File: src/rtl/pwm_ctrl_pkg.sv
// Shared PWM-side types and constants: 16-bit PWM value width, ramp FSM states and
// the saturating step helper used by the ramp controller.
package pwm_ctrl_pkg;

   localparam int unsigned PwmW  = 16;
   localparam int unsigned HoldW = 8;

   typedef logic [PwmW-1:0]  pwm_val_t;
   typedef logic [HoldW-1:0] hold_val_t;

   typedef enum logic [1:0] {
      StIdle  = 2'd0,
      StArmed = 2'd1,
      StRamp  = 2'd2
   } ramp_state_e;

   function automatic pwm_val_t min_val(input pwm_val_t a, input pwm_val_t b);
      return (a < b) ? a : b;
   endfunction

   // Move cur toward tgt by step without overshoot; 17-bit math so neither direction wraps.
   function automatic pwm_val_t step_toward(input pwm_val_t cur, input pwm_val_t tgt,
                                            input pwm_val_t step);
      logic [PwmW:0] sum;
      logic [PwmW:0] diff;
      sum  = {1'b0, cur} + {1'b0, step};
      diff = {1'b0, cur} - {1'b0, step};
      if (step == '0) begin
         return tgt;
      end else if (cur < tgt) begin
         return (sum >= {1'b0, tgt}) ? tgt : sum[PwmW-1:0];
      end else if (cur > tgt) begin
         return (diff[PwmW] || (diff[PwmW-1:0] <= tgt)) ? tgt : diff[PwmW-1:0];
      end
      return tgt;
   endfunction

endpackage

File: src/rtl/pwm_period_tracker.sv
// Shadow of the PWM counter: counts 0..period-1 and flags the boundary tick on the
// cycle the counter wraps, so period/duty updates land exactly at counter 0.
module pwm_period_tracker
   import pwm_ctrl_pkg::*;
(
   input  logic            clk_i,
   input  logic            rst_ni,
   input  logic [PwmW-1:0] period_i,
   output logic            tick_o
);

   pwm_val_t cnt_q, cnt_d;
   pwm_val_t last_cnt;

   // Modulo-16 subtraction: period 0 behaves as a 65536-cycle period.
   assign last_cnt = period_i - PwmW'(1);

   always_comb begin
      tick_o = (cnt_q >= last_cnt);
      cnt_d  = tick_o ? '0 : cnt_q + PwmW'(1);
   end

   always_ff @(posedge clk_i) begin
      if (!rst_ni) begin
         cnt_q <= '0;
      end else begin
         cnt_q <= cnt_d;
      end
   end

endmodule

File: src/rtl/pwm_ramp_ctrl.sv
// PWM period/duty ramp controller. Define PWM_RAMP_ABORT_EN to let a new request
// replace a ramp in progress; otherwise requests are held off until the block is idle.
module pwm_ramp_ctrl
   import pwm_ctrl_pkg::*;
#(
   parameter logic [PwmW-1:0] DEFAULT_PERIOD = 16'd1000,
   parameter logic [PwmW-1:0] DEFAULT_DUTY   = 16'd0
) (
   input  logic             clk,
   input  logic             rst_n,
   input  logic             cfg_valid,
   output logic             cfg_ready,
   input  logic [PwmW-1:0]  cfg_period,
   input  logic [PwmW-1:0]  cfg_target,
   input  logic [PwmW-1:0]  cfg_step,
   input  logic [HoldW-1:0] cfg_hold,
   output logic [PwmW-1:0]  period,
   output logic [PwmW-1:0]  duty_cycle,
   output logic             busy,
   output logic             done
);

   ramp_state_e state_q, state_d;
   logic        tick;
   logic        accept;
   pwm_val_t    step_res;

   pwm_val_t  sh_period_q, sh_period_d;
   pwm_val_t  sh_target_q, sh_target_d;
   pwm_val_t  sh_step_q, sh_step_d;
   hold_val_t sh_hold_q, sh_hold_d;
   hold_val_t hold_q, hold_d;
   pwm_val_t  target_q, target_d;
   pwm_val_t  period_q, period_d;
   pwm_val_t  duty_q, duty_d;
   logic      done_q, done_d;

   pwm_period_tracker u_tracker (
      .clk_i    (clk),
      .rst_ni   (rst_n),
      .period_i (period_q),
      .tick_o   (tick)
   );

   assign accept   = cfg_valid && cfg_ready;
   assign step_res = step_toward(duty_q, target_q, sh_step_q);

   // State register
   always_ff @(posedge clk) begin
      if (!rst_n) begin
         state_q <= StIdle;
      end else begin
         state_q <= state_d;
      end
   end

   // Next-state logic
   always_comb begin
      state_d = state_q;
      unique case (state_q)
         StIdle:  if (accept) state_d = StArmed;
         StArmed: if (tick) state_d = StRamp;
         StRamp:  if (tick && (hold_q == '0) && (step_res == target_q)) state_d = StIdle;
         default: state_d = StIdle;
      endcase
`ifdef PWM_RAMP_ABORT_EN
      if (accept) state_d = StArmed;
`endif
   end

   // Output logic
   always_comb begin
`ifdef PWM_RAMP_ABORT_EN
      cfg_ready = 1'b1;
`else
      cfg_ready = (state_q == StIdle);
`endif
      busy = (state_q != StIdle);
   end

   assign period     = period_q;
   assign duty_cycle = duty_q;
   assign done       = done_q;

   // Datapath; an accept takes priority over any boundary work on the same edge.
   always_comb begin
      sh_period_d = sh_period_q;
      sh_target_d = sh_target_q;
      sh_step_d   = sh_step_q;
      sh_hold_d   = sh_hold_q;
      hold_d      = hold_q;
      target_d    = target_q;
      period_d    = period_q;
      duty_d      = duty_q;
      done_d      = 1'b0;

      if (accept) begin
         sh_period_d = cfg_period;
         sh_target_d = cfg_target;
         sh_step_d   = cfg_step;
         sh_hold_d   = cfg_hold;
      end else if (tick) begin
         unique case (state_q)
            StArmed: begin
               period_d = sh_period_q;
               target_d = min_val(sh_target_q, sh_period_q);
               duty_d   = min_val(duty_q, sh_period_q);
               hold_d   = sh_hold_q;
            end
            StRamp: begin
               if (hold_q != '0) begin
                  hold_d = hold_q - HoldW'(1);
               end else begin
                  duty_d = step_res;
                  hold_d = sh_hold_q;
                  done_d = (step_res == target_q);
               end
            end
            default: ;
         endcase
      end
   end

   always_ff @(posedge clk) begin
      if (!rst_n) begin
         sh_period_q <= '0;
         sh_target_q <= '0;
         sh_step_q   <= '0;
         sh_hold_q   <= '0;
         hold_q      <= '0;
         target_q    <= '0;
         period_q    <= DEFAULT_PERIOD;
         duty_q      <= DEFAULT_DUTY;
         done_q      <= 1'b0;
      end else begin
         sh_period_q <= sh_period_d;
         sh_target_q <= sh_target_d;
         sh_step_q   <= sh_step_d;
         sh_hold_q   <= sh_hold_d;
         hold_q      <= hold_d;
         target_q    <= target_d;
         period_q    <= period_d;
         duty_q      <= duty_d;
         done_q      <= done_d;
      end
   end

endmodule
File: config.mk
export PLATFORM = sky130hd
export DESIGN_NAME = pwm_ramp_ctrl
export DESIGN_NICKNAME = d
export VERILOG_FILES = /design/src/rtl/pwm_ctrl_pkg.sv /design/src/rtl/pwm_period_tracker.sv /design/src/rtl/pwm_ramp_ctrl.sv
export SDC_FILE = /design/constraint.sdc
export NUM_CORES = 1
export LEC_CHECK = 0
export CAP_MARGIN = 5
export CORE_UTILIZATION = 64
export CTS_CLUSTER_SIZE = 8
export DETAILED_ROUTE_END_ITERATION = 8
export GPL_ROUTABILITY_DRIVEN = 1
export PLACE_DENSITY = 0.88
export SLEW_MARGIN = 15
export SYNTH_ARGS = -nofsm -noshare
export SYNTH_HDL_FRONTEND = slang
export SYNTH_SLANG_ARGS = --single-unit
export TNS_END_PERCENT = 20
File: constraint.sdc
create_clock -name clk -period 12.5 [get_ports clk]
set_input_delay 2.5 -clock clk [delete_from_list [all_inputs] [get_ports clk]]
set_output_delay 2.5 -clock clk [all_outputs]
set_load 0.01 [all_outputs]
Yosys cells after proc, flatten, opt, wreduce, memory -nomap -nowiden:

Cells that the tools add are included.

* flip-flop bits (word level): 131
* logic and storage cells: 70
* output and inout bits: 35

* bitwise gates (word level): 4
* equal/unequal tests: 8
* $lt $le $gt $ge: 7
* muxes and demuxes: 19
* reduce and logical (&&, ||, !) cells: 16
* $add $sub $neg: 5

Operators by type and width (count)
* 2-to-1 mux 16 bit: 9
* less-than comparator 16 bit: 3
* one-hot mux 16 bit (2 select lines): 1
* adder 16 x 16 -> 17 bit: 1
* >= comparator 17 x 16 -> 1 bit: 1
* subtractor 16 x 16 -> 17 bit: 1
* adder 16 x 1 -> 16 bit (second input constant): 1
* == test 16 bit: 1
* >= comparator 16 bit: 1
* greater-than comparator 16 bit: 1
* less-or-equal comparator 16 bit: 1
* zero test 16 bit: 1
* one-hot mux 8 bit (2 select lines): 1
* subtractor 16 x 1 -> 16 bit (second input constant): 1
* AND reduction 3 bit: 3
* zero test 8 bit: 1
* 2-to-1 mux 8 bit: 1
* inequality test 2 bit (second input constant): 4
* nonzero test 8 bit: 1
* subtractor 8 x 1 -> 8 bit (second input constant): 1
* 2-to-1 mux 2 bit: 3
* one-hot mux 2 bit (3 select lines): 1
* AND reduction 5 bit: 1
* OR reduction 5 bit: 1
* 10 further kinds: 18

Logic depth before layout (Yosys ltp):

Gate-level depths: netlist of run 1.

* depth in word-level cells: 12
* depth in mapped cells: 24
* depth with buffers taken out: 22

Cells and area by module:

From an unflattened synthesis of run 1, not the netlist that was laid out.

* cell total of the unflattened synthesis: 1322
* area, all modules: 10224.8 um^2

By module, submodules not included
* pwm_ramp_ctrl: sequential area each 2302.2 um^2, area an instance 8958.6 um^2, times used 1, cells each 1169
* pwm_period_tracker: sequential area each 320.3 um^2, area an instance 1266.2 um^2, times used 1, cells each 153

Least setup slack after synthesis of run 1:

Ideal clock, no wire load.

* path kind: register -> register
* from: reg duty_q[3], in the netlist duty_cycle[3]
* to: reg state_q[0]
* setup time: 0.062 ns
* setup slack: 7.457 ns
* stages on the path, launching flop included: 22
* clock period less this slack: 5.043 ns
* data arrival time: 4.981 ns
* required time: 12.438 ns
* path through: dfxtp_1 ha_1 buf_2 nor2_1 a221oi_1 a31oi_1 a2111oi_2 nor2_1 xnor2_1 ha_1 o21a_1 o21ai_1 nor2_1 a211o_1 or4_4 buf_6 o22a_1 o311ai_2 nor4_1 and4_4 a2111o_1 nand3_1

* cells in the longest elaborated chain, start to end: 12
* elaborated cells on any way between the ends: 20

Ends and longest elaborated chain
* start, declared: RTL line pwm_ramp_ctrl.sv:35 `pwm_val_t duty_q, duty_d;`
* start signal, assigned: RTL line pwm_ramp_ctrl.sv:143 `duty_q <= duty_d;`
* subtractor 16 x 16 -> 17 bit: RTL line pwm_ctrl_pkg.sv:27 `diff = {1'b0, cur} - {1'b0, step};`
* less-or-equal comparator 16 bit: RTL line pwm_ctrl_pkg.sv:33 `return (diff[PwmW] || (diff[PwmW-1:0] <= tgt)) ? tgt : diff[PwmW-1:0];`
* logical OR 1 bit: RTL line pwm_ctrl_pkg.sv:33
* 2-to-1 mux 16 bit: RTL line pwm_ctrl_pkg.sv:33
* 2-to-1 mux 16 bit: RTL line pwm_ctrl_pkg.sv:32 `end else if (cur > tgt) begin`
* 2-to-1 mux 16 bit: RTL line pwm_ctrl_pkg.sv:30 `end else if (cur < tgt) begin`
* 2-to-1 mux 16 bit: RTL line pwm_ctrl_pkg.sv:28 `if (step == '0) begin`
* 2-to-1 mux 16 bit (*): RTL line pwm_ctrl_pkg.sv:35 `return tgt;`
* == test 16 bit (*): RTL line pwm_ramp_ctrl.sv:63 `StRamp: if (tick && (hold_q == '0) && (step_res == target_q)) state_d = StIdle;`
* logical AND 1 bit (*): RTL line pwm_ramp_ctrl.sv:63
* inequality test 2 bit (no line) (*)
* AND reduction 3 bit (no line) (*)
* end signal, assigned: RTL line pwm_ramp_ctrl.sv:51 `state_q <= StIdle;`
* end signal, assigned: RTL line pwm_ramp_ctrl.sv:53 `state_q <= state_d;`
* end, declared: RTL line pwm_ramp_ctrl.sv:23 `ramp_state_e state_q, state_d;`

Mark *: on every way between the ends. The rest lies on a longest branch, timed or not. The select of a mux whose other input is x is not followed.
A chain may end at the register's enable or synchronous reset.

Worst setup path in the final report of run 1:

* from: reg duty_q[4], in the netlist duty_cycle[4]
* to: reg state_q[1]

Same word-level chain as after synthesis.

==> run_results.csv, run 1 <==
group,metric,value,unit
logic_synthesis,yosysSeqAreaShare,0.2569,
route,vias_per_cell,6.496,
grt,grt_pass1_wl,50.13,mm
final_layout,syn_to_final_growth,15.10,%
power,ir_drop,0.1743,mV
route,drt_iter0_markers,1344,
cts,postCtsSetupBuffers,0,
worst_setup_path,crit_path_top_delay_cell,"nor4_4",
final_layout,diodes,0,
route,wl_per_cell,20.42,um
cts,hold_buffers,0,
worst_setup_path,path_class,"register to register",
cts,clk_latency,0.43,ns
logic_synthesis,muxShareOfSynthArea,0.03554,
cts,clock-sinks,131,
worst_setup_path,worstPathArrival,6.74,ns
logic_synthesis,yosys_warnings,0,
power,p_per_area,130.6,nW/um2
timing,drv_slew,0,
cts,htree_levels,4,
logic_synthesis,synth_compound_area_frac,0.2327,
worst_setup_path,cp_max_fo,19,
timing,fin_skew,0.009875,ns
logic_synthesis,synth.avg_cell_area,7.896,um2
logic_synthesis,syn_nets,1487,
logic_synthesis,yosysTopAreaCellShare,0.2569,
logic_synthesis,synth_xor_area_frac,0.04461,
cts,clk_pin_slew,0.06,ns
floorplan,core_area,15370,um2
logic_synthesis,synth_cell_types,81,
cts,cts_root_buf,"clkbuf_16",
logic_synthesis,synth_top_cells_by_area,"dfxtp_1 (26%), ha_1 (16%), a21oi_1 (6.1%)",
timing,rsz0062_at_grt,"false",
worst_setup_path,worstPathRequired,12.77,ns
worst_setup_path,slowest_delay,0.87,ns
cts,cts_made_buffers,17,
grt,grt_max_degree,77,
place,place_area,11160,um2
route,drtAntennaViolNets,0,
timing,tns,0,ns
outcome,status,"finished clean",
timing,worstMarginPinSlew,1.086,ns
route,post-route-drc-count,0,
grt,antenna_found_initial,0,
place,routabilityCongestion,1.074,
timing,finalHoldViolCount,0,
logic_synthesis,synthSimpleGateAreaFrac,0.2017,
final_layout,fin_cells,1569,
place,port-buffer-count,93,
logic_synthesis,ys_async_sr_fraction,0,
logic_synthesis,synth_top_family_by_area,"compound AO/OA/AOI/OAI gates",
cts,clockBufferDepth,2,
final_layout,drive_above_1_share,0.04934,
logic_synthesis,synthesis.instances,1293,
cts,post_cts_resize_count,0,
floorplan,fp.dieW,128.3,um
timing,slew_headroom,0.2758,
place,dp_cells,1537,
floorplan,die-area,16460,um2
timing,fmax,0.1546,GHz
timing,finalSetupViolCount,0,
worst_hold_path,hold_path_class,"register to register",
logic_synthesis,yosys.area_share.adder,0.1669,
logic_synthesis,synthFlopType,"dfxtp_1",
logic_synthesis,ys_seq_elements,131,
grt,grt_pass1_vias,9545,
route,via_count,10190,
worst_setup_path,worst-path-buf-inv,1,
final_layout,fin_area,11750,um2
job,cap_violations,0,
worst_setup_path,worst_setup_path_end_kind,"register",
logic_synthesis,netlist.top_cell.by_area,"dfxtp_1",
floorplan,start_util,0.6642,
final_layout,nNetsFinal,1539,
grt,overflow,0,
timing,period_share,0.5173,
power,p_leak,4.736,nW
route,first_pass_iters,6,
place,post-dp-hpwl,23.97,mm
grt,track_usage,0.3927,
cts,cts_tree,"built",
worst_setup_path,crit_chain,"ha_1, inv_2, a221oi_1, a31oi_1, a2111oi_2, nor2_1, xnor2_1, ha_1, o21a_1, o21ai_1, nor2_1, a211o_1, nor4_4, a221oi_1, a2111oi_1, a31oi_1, a211o_1, nor3_1, nor3_1",
route,wl,32.04,mm
logic_synthesis,synth_edf_count,0,
floorplan,io-pin-count,94,
logic_synthesis,syn-cell-area,10210,um2
worst_setup_path,critical-path-top-delay-family,"compound AO/OA/AOI/OAI gates",
timing,min_period,6.467,ns
floorplan,num_rows,45,
floorplan,fp.dieH,128.3,um
worst_setup_path,critPathLaunchType,"register",
-- where the power goes --
group          switching (W)  total, W  leakage [nW]  internal (W)
registers          0.0000352  0.000481          1.07      0.000446
logic               0.000337  0.000550          3.39      0.000213
clock network       0.000201  0.000503         0.281      0.000302
-- Yosys cell counts, types with 12 or more instances --
cell type  number
nand2_1       153
ha_1          133
dfxtp_1       131
a21oi_1       124
nor2_1        104
inv_1          86
nor3_1         50
clkbuf_1       49
a211oi_1       35
o21ai_0        35
mux2i_1        34
xnor2_1        34
a21o_1         28
nand3_1        26
nand4_1        24
xor2_1         18
nand2b_1       15
a221oi_1       14
o221ai_1       14
nor2b_1        12
-- path summary, 6_finish.rpt --
path / from / endpoint / depth (start not counted) / slack, ns
hold reg to reg: sh_hold_q[7] / sh_hold_q[7] / 2 / 0.45
setup reg to reg: duty_cycle[4] / state_q[1] / 19 / 6.03
setup / recovery: duty_cycle[4] / state_q[1] / 19 / 6.03
hold / removal: sh_hold_q[7] / sh_hold_q[7] / 2 / 0.45
-- per-stage QoR --
stage / util / power, W / hold WS [ns] / worst slack (ns)
final: 0.7645 / 0.001534 / 0.4546 / 6.033
after global routing: 0.7645 / 0.001607 / 0.4760 / 5.607
after CTS: 0.7643 / 0.001517 / 0.4550 / 6.274
after detailed placement: 0.7258 / 0.001017 / 0.4469 / 6.379
after global placement: 0.7258 / 0.001007 / 0.4477 / 6.562
after floorplan: - / 0.0008718 / 0.4366 / 7.457
-- sequential cells by signal (all words and copies together) (netlist names) --
name and cells:
sh_step_q 16, sh_hold_q 8, target_q 16, sh_target_q 16, sh_period_q 16, period 16
hold_q 8, u_tracker.cnt_q 16, state_q 2, duty_cycle 16, done 1
-- area by class of cell --
cell class | count | area, um2
multi-input combinational | 1007 | 6967
fill | 1113 | 3620
sequential | 131 | 2623
timing repair buffer | 98 | 968.4
clock buffer | 19 | 442.9
inverter | 90 | 337.8
tap | 211 | 264.0
clock inverter | 13 | 148.9
-- cells by family (layout without fill, tap and decap cells) --
| group | after synthesis | in the layout |
|---|---|---|
| buffers and inverters | 155 | 220 |
| multiplexers | 36 | 36 |
| flip-flops | 131 | 131 |
| AO/OA/AOI/OAI | 350 | 350 |
| adder cells (fa/ha/maj) | 135 | 135 |
| XOR/XNOR | 52 | 52 |
| AND/OR/NAND/NOR | 434 | 434 |
-- tightest hold or removal path, cell delays in order (launching register included) --
cell and delay [ns]:
dfxtp_1 0.31, nand2_1 0.05, a21oi_1 0.05
-- placed cells by master (no fill, tap or decap), types with 17 or more instances in the layout --
cell / count
inv_1: 86
dfxtp_1: 131
o21ai_0: 35
clkdlybuf4s50_1: 93
xnor2_1: 34
clkbuf_16: 17
nor2_1: 104
xor2_1: 18
a21oi_1: 124
a211oi_1: 35
mux2i_1: 34
nand4_1: 24
nand3_1: 26
ha_1: 133
a21o_1: 28
nand2_1: 152
nor3_1: 50
-- layer usage --
layer	part of all wire	wire length [um]	global-route usage	vias to the layer above
met3	0.083	2653	0.07220	101
met2	0.45	14580	0.6423	544
met5	0	0	0	-
li1	-	-	-	4799
met4	0.036	1150	0.1619	0
met1	0.43	13660	0.5092	4749
(Power assumes the default switching activity.)
==> run 2, diff against run 1 <==
CORE_UTILIZATION = 53   (was 64)
PLACE_DENSITY = 0.77   (was 0.88)
clock period = 5.3 ns   (was 12.5 ns; I/O delays follow)
==> run_results.csv, run 2 (synthesized netlist as in run 1, its figures left out) <==
group,metric,value,unit
cts,clk_latency,0.43,ns
worst_setup_path,worstPathRequired,5.60,ns
power,p_per_area,301.2,nW/um2
grt,grt_pass1_wl,54.74,mm
route,first_pass_iters,5,
worst_setup_path,path_class,"register to register",
outcome,status,"finished clean",
worst_setup_path,worst_setup_path_end_kind,"register",
cts,clockBufferDepth,2,
route,vias_per_cell,6.188,
worst_setup_path,crit_path_top_delay_cell,"or4_4",
worst_setup_path,cp_max_fo,7,
worst_setup_path,slowest_delay,0.60,ns
final_layout,final_cell_mix,"nand2_1 (152), dfxtp_1 (127), ha_1 (122)",
grt,grt_max_degree,71,
timing,min_period,5.208,ns
route,post-route-drc-count,0,
floorplan,die-area,19820,um2
cts,clk_pin_slew,0.06,ns
power,power.share.clock,0.316,
worst_setup_path,crit_chain,"inv_1, ha_4, nor2_1, a221oi_4, a31oi_4, a2111oi_4, nor2_1, xnor2_1, ha_1, o21a_1, o21ai_2, a311oi_2, a211o_1, or4_4, buf_4, o22a_1, mux2_2, a211o_1, nor3_1, nor3_1",
grt,track_usage,0.3576,
floorplan,num_rows,50,
power,p_seq_frac,0.291,
route,routedLengthMet1,15.70,mm
power,p_sw,0.001458,W
grt,overflow,0,
floorplan,core_area,18770,um2
grt,antenna_found_initial,0,
place,post-dp-hpwl,27.07,mm
route,wl_met3,2.610,mm
power,sw_frac_of_total,0.3741,
cts,htree_levels,4,
timing,period_share,0.9826,
timing,tns,0,ns
timing,fmax,0.1920,GHz
power,p_leak,5.342,nW
route,wl_per_cell,20.81,um
power,p_int,0.002439,W
power,ir_drop,0.3746,mV
final_layout,nNetsFinal,1649,
worst_setup_path,worst-path-buf-inv,2,
route,wl_met2,15.76,mm
cts,cts_made_buffers,17,
floorplan,fp.dieH,140.8,um
final_layout,diodes,0,
place,post-place-ws,-0.01429,ns
timing,worstMarginPinSlew,1.022,ns
timing,holdWs,0.4564,ns
cts,cts_tree,"built",
worst_setup_path,worstPathArrival,5.51,ns
worst_setup_path,critPathLaunchType,"register",
route,via_count,10530,
worst_hold_path,hold_path_class,"register to register",
cts,cts_root_buf,"clkbuf_16",
final_layout,fin_cells,1701,
floorplan,io-pin-count,94,
floorplan,start_util,0.5440,
power,power_frac_comb,0.393,
route,drtAntennaViolNets,0,
timing,fin_skew,0.01190,ns
cts,hold_buffers,0,
final_layout,drive_above_1_share,0.1506,
timing,finalHoldViolCount,0,
place,dp_cells,1662,
timing,slew_headroom,0.3166,
grt,grt_pass1_vias,9822,
timing,drv_slew,0,
route,top_layer,"met4",
floorplan,fp.dieW,140.8,um
cts,clock-sinks,131,
worst_setup_path,critical-path-top-delay-family,"compound AO/OA/AOI/OAI gates",
final_layout,mostFrequentLayoutCell,"nand2_1",
final_layout,syn_to_final_growth,26.72,%
power,power,0.003897,W
job,cap_violations,0,
route,drt_iter0_markers,890,
timing,finalSetupViolCount,0,
place,routabilityCongestion,1.019,
route,wl,35.39,mm
timing,setup_ws,0.09207,ns
place,port-buffer-count,93,
==> run 2: changes by cell type in the layout (fill, tap and decap cells not counted), sizes merged <==
cell,delta
clkinv,-1
clkbuf,+1
clkinvlp,-1
buf,+110
==> run 2: final timing paths <==
kind,start,to,slack (ns),cells after the start
min reg2reg,sh_hold_q[5],sh_hold_q[5],0.46,2
min,sh_hold_q[5],sh_hold_q[5],0.46,2
max reg2reg,sh_step_q[3],state_q[1],0.09,20
max,sh_step_q[3],state_q[1],0.09,20
==> run 2: worst register-to-register path, delay by kind of cell (launching register included) <==
kind,cells,cell delay [ns]
AO/OA/AOI/OAI,9,2.20
XOR/XNOR,1,0.22
adder cells (fa/ha/maj),2,0.63
buffers and inverters,2,0.26
flip-flops,1,0.34
multiplexers,1,0.31
AND/OR/NAND/NOR,5,1.12
==> run 2: area by class of cell <==
| type | instances | area [um2] |
|---|---|---|
| fillers | 1522 | 5831 |
| multi-input cells | 1007 | 7263 |
| clock buffers | 20 | 466.7 |
| well taps | 234 | 292.8 |
| clock inverters | 11 | 141.4 |
| flip-flops and latches | 131 | 2628 |
| inverters | 90 | 339.1 |
| repair buffers | 208 | 1807 |
==> run 2: per-layer routing <==
metal / global-route usage / up-vias
met4: 0.1390 / 0
li1: - / 5014
met2: 0.5583 / 428
met5: 0 / -
met3: 0.06726 / 94
met1: 0.4871 / 4989
==> run 2: power by group through the flow <==
| stage | registers [W] | clock network (W) | logic, W |
|---|---|---|---|
| floorplan | 0.00112 | 0 | 0.000940 |
| global placement | 0.00114 | 0 | 0.00142 |
| detailed placement | 0.00115 | 0 | 0.00142 |
| CTS | 0.00113 | 0.00124 | 0.00144 |
| global route | 0.00114 | 0.00129 | 0.00166 |
| finish | 0.00113 | 0.00123 | 0.00153 |
==> run 2: timing repair <==
action,CTS,global route
buffers inserted,0,10
gates resized for setup,6,53
setup endpoints to repair,4,19
pin swaps,1,33
==> run 2: metrics by stage <==
stage               area (um2)  utilization
finish                   12940       0.6893
global placement         11960       0.6375
global route             12940       0.6893
detailed placement       11960       0.6375
floorplan                10210            -
CTS                      12610       0.6719
==> run 3, diff against run 2 <==
SKIP_LAST_GASP = 1   (was default)
==> run_results.csv, run 3 (synthesized netlist as in run 1, its figures left out) <==
group,metric,value,unit
worst_hold_path,min_to,"sh_hold_q[5]",
cts,hold_buffers,0,
final_layout,syn_to_final_growth,26.38,%
final_layout,nNetsFinal,1647,
final_layout,final_cell_mix,"nand2_1 (152), dfxtp_1 (129), ha_1 (127)",
power,p_int,0.002427,W
route,wl_per_cell,20.75,um
grt,met1_usage,0.4871,
cts,cts_made_buffers,17,
power,power_frac_comb,0.391,
power,ir_drop,0.3756,mV
timing,period_share,0.9910,
place,routabilityCongestion,1.019,
timing,fmax,0.1904,GHz
timing,finalHoldViolCount,0,
route,wl,35.25,mm
final_layout,fin_area,12900,um2
floorplan,fp.dieW,140.8,um
cts,clk_latency,0.43,ns
floorplan,core_area,18770,um2
final_layout,mostFrequentLayoutCell,"nand2_1",
timing,fin_skew,0.01458,ns
grt,met2_usage,0.5583,
worst_setup_path,cp-startpoint,"sh_step_q[4]",
grt,grt_max_degree,71,
timing,min_period,5.253,ns
power,power.share.clock,0.318,
route,post-route-drc-count,0,
grt,track_usage,0.3576,
place,place_area,11960,um2
floorplan,num_rows,50,
power,p_per_area,301.1,nW/um2
final_layout,diodes,0,
timing,slew_headroom,0.3149,
power,p_seq_frac,0.291,
cts,cts_tree,"built",
worst_setup_path,r2r_cells,21,
power,p_sw,0.001459,W
grt,grt_pass1_wl,54.74,mm
floorplan,start_util,0.5440,
worst_hold_path,min_from,"sh_hold_q[5]",
power,sw_frac_of_total,0.3755,
worst_setup_path,r2r_slack,0.05,ns
timing,holdWs,0.4577,ns
worst_setup_path,cp_max_fo,6,
worst_hold_path,hold_path_class,"register to register",
outcome,status,"finished clean",
worst_setup_path,worst_setup_path_end_kind,"register",
timing,worstMarginPinSlew,1.024,ns
worst_setup_path,worstPathRequired,5.60,ns
floorplan,io-pin-count,94,
route,first_pass_iters,5,
power,p_leak,5.349,nW
worst_setup_path,reg2reg_from,"sh_step_q[4]",
place,port-buffer-count,93,
job,cap_violations,0,
floorplan,fp.dieH,140.8,um
grt,antenna_found_initial,0,
grt,grt_pass1_vias,9822,
cts,clk_pin_slew,0.06,ns
route,vias_per_cell,6.202,
worst_setup_path,worstPathArrival,5.56,ns
worst_hold_path,hold-path-cell-count,2,
cts,cts_root_buf,"clkbuf_16",
timing,finalSetupViolCount,0,
floorplan,die-area,19820,um2
route,via_count,10540,
grt,grtUsageMet3,0.06726,
final_layout,drive_above_1_share,0.1474,
route,drtAntennaViolNets,0,
grt,grt.busiest_layer,"met2",
worst_setup_path,path_class,"register to register",
route,drt_iter0_markers,843,
worst_setup_path,critPathLaunchType,"register",
cts,clock-sinks,131,
place,post-dp-hpwl,27.07,mm
cts,htree_levels,4,
grt,overflow,0,
timing,drv_slew,0,
worst_setup_path,r2r-end,"state_q[1]",
cts,clockBufferDepth,2,
-- run 3: cell types whose count changed in the layout (fill, tap and decap cells not counted), sizes merged --
cell / change
buf: -3
or4: +1
-- run 3: cell type report --
class | count | area [um2]
Clock buffer | 20 | 466.7
Clock inverter | 11 | 141.4
Fill cell | 1538 | 5864
Inverter | 90 | 339.1
Multi-Input combinational cell | 1008 | 7249
Sequential cell | 131 | 2625
Tap cell | 234 | 292.8
Timing Repair Buffer | 205 | 1789
-- run 3: worst max-delay path by stage --
stage,to,slack (ns),cells after the start
4_1_cts,state_q[1],-0.03,21
5_1_grt,state_q[1],-0.05,21
3_5_place_dp,state_q[1],-0.01,21
6_report,state_q[1],0.05,21
2_1_floorplan,state_q[0],0.26,21
3_3_place_gp,state_q[1],0.14,21
-- run 3: timing repair --
action                                  CTS  global route
endpoints found under the setup margin    4            19
cloned                                    0             2
resized for setup                         5            52
setup buffers                             0             4
pin swaps                                 1            27
-- run 3: through the flow --
stage | worst slack (ns) | total power (W) | utilization | setup TNS (ns) | cells
6_report | 0.04748 | 0.003886 | 0.6875 | 0 | 1699
4_1_cts | -0.03289 | 0.003805 | 0.6717 | -0.04990 | 1693
3_3_place_gp | 0.1362 | 0.002563 | 0.6375 | 0 | 1662
3_5_place_dp | -0.01429 | 0.002568 | 0.6375 | -0.01429 | 1662
5_1_grt | -0.04954 | 0.004075 | 0.6875 | -0.07246 | 1699
2_1_floorplan | 0.2572 | 0.002056 | - | 0 | 1293
-- run 3: metal layers --
layer	wire length [um]	share of wire
met5	0	0
met4	1323	0.038
met3	2382	0.068
met2	15710	0.45
met1	15830	0.45
-- run 3: power groups by stage --
stage	registers (W)	clock network [W]	logic, W
floorplan	0.00112	0	0.000940
global placement	0.00114	0	0.00142
detailed placement	0.00115	0	0.00142
CTS	0.00113	0.00124	0.00144
global route	0.00114	0.00129	0.00165
finish	0.00113	0.00124	0.00152
-- run 3: worst max-delay path, stage by stage, from the launching register on --
cell       delay (ns)
dfxtp_1          0.33
inv_1            0.04
ha_2             0.39
buf_4            0.15
nor3_1           0.05
o21ai_1          0.22
a31oi_4          0.18
a2111oi_4        0.42
nor2_1           0.12
xnor2_1          0.22
ha_1             0.29
o21a_1           0.21
o21ai_2          0.19
a311oi_2         0.05
a211o_1          0.36
buf_6            0.15
or4_4            0.56
o22a_1           0.28
mux2_4           0.34
a211o_1          0.35
nor3_2           0.14
nor3_1           0.07
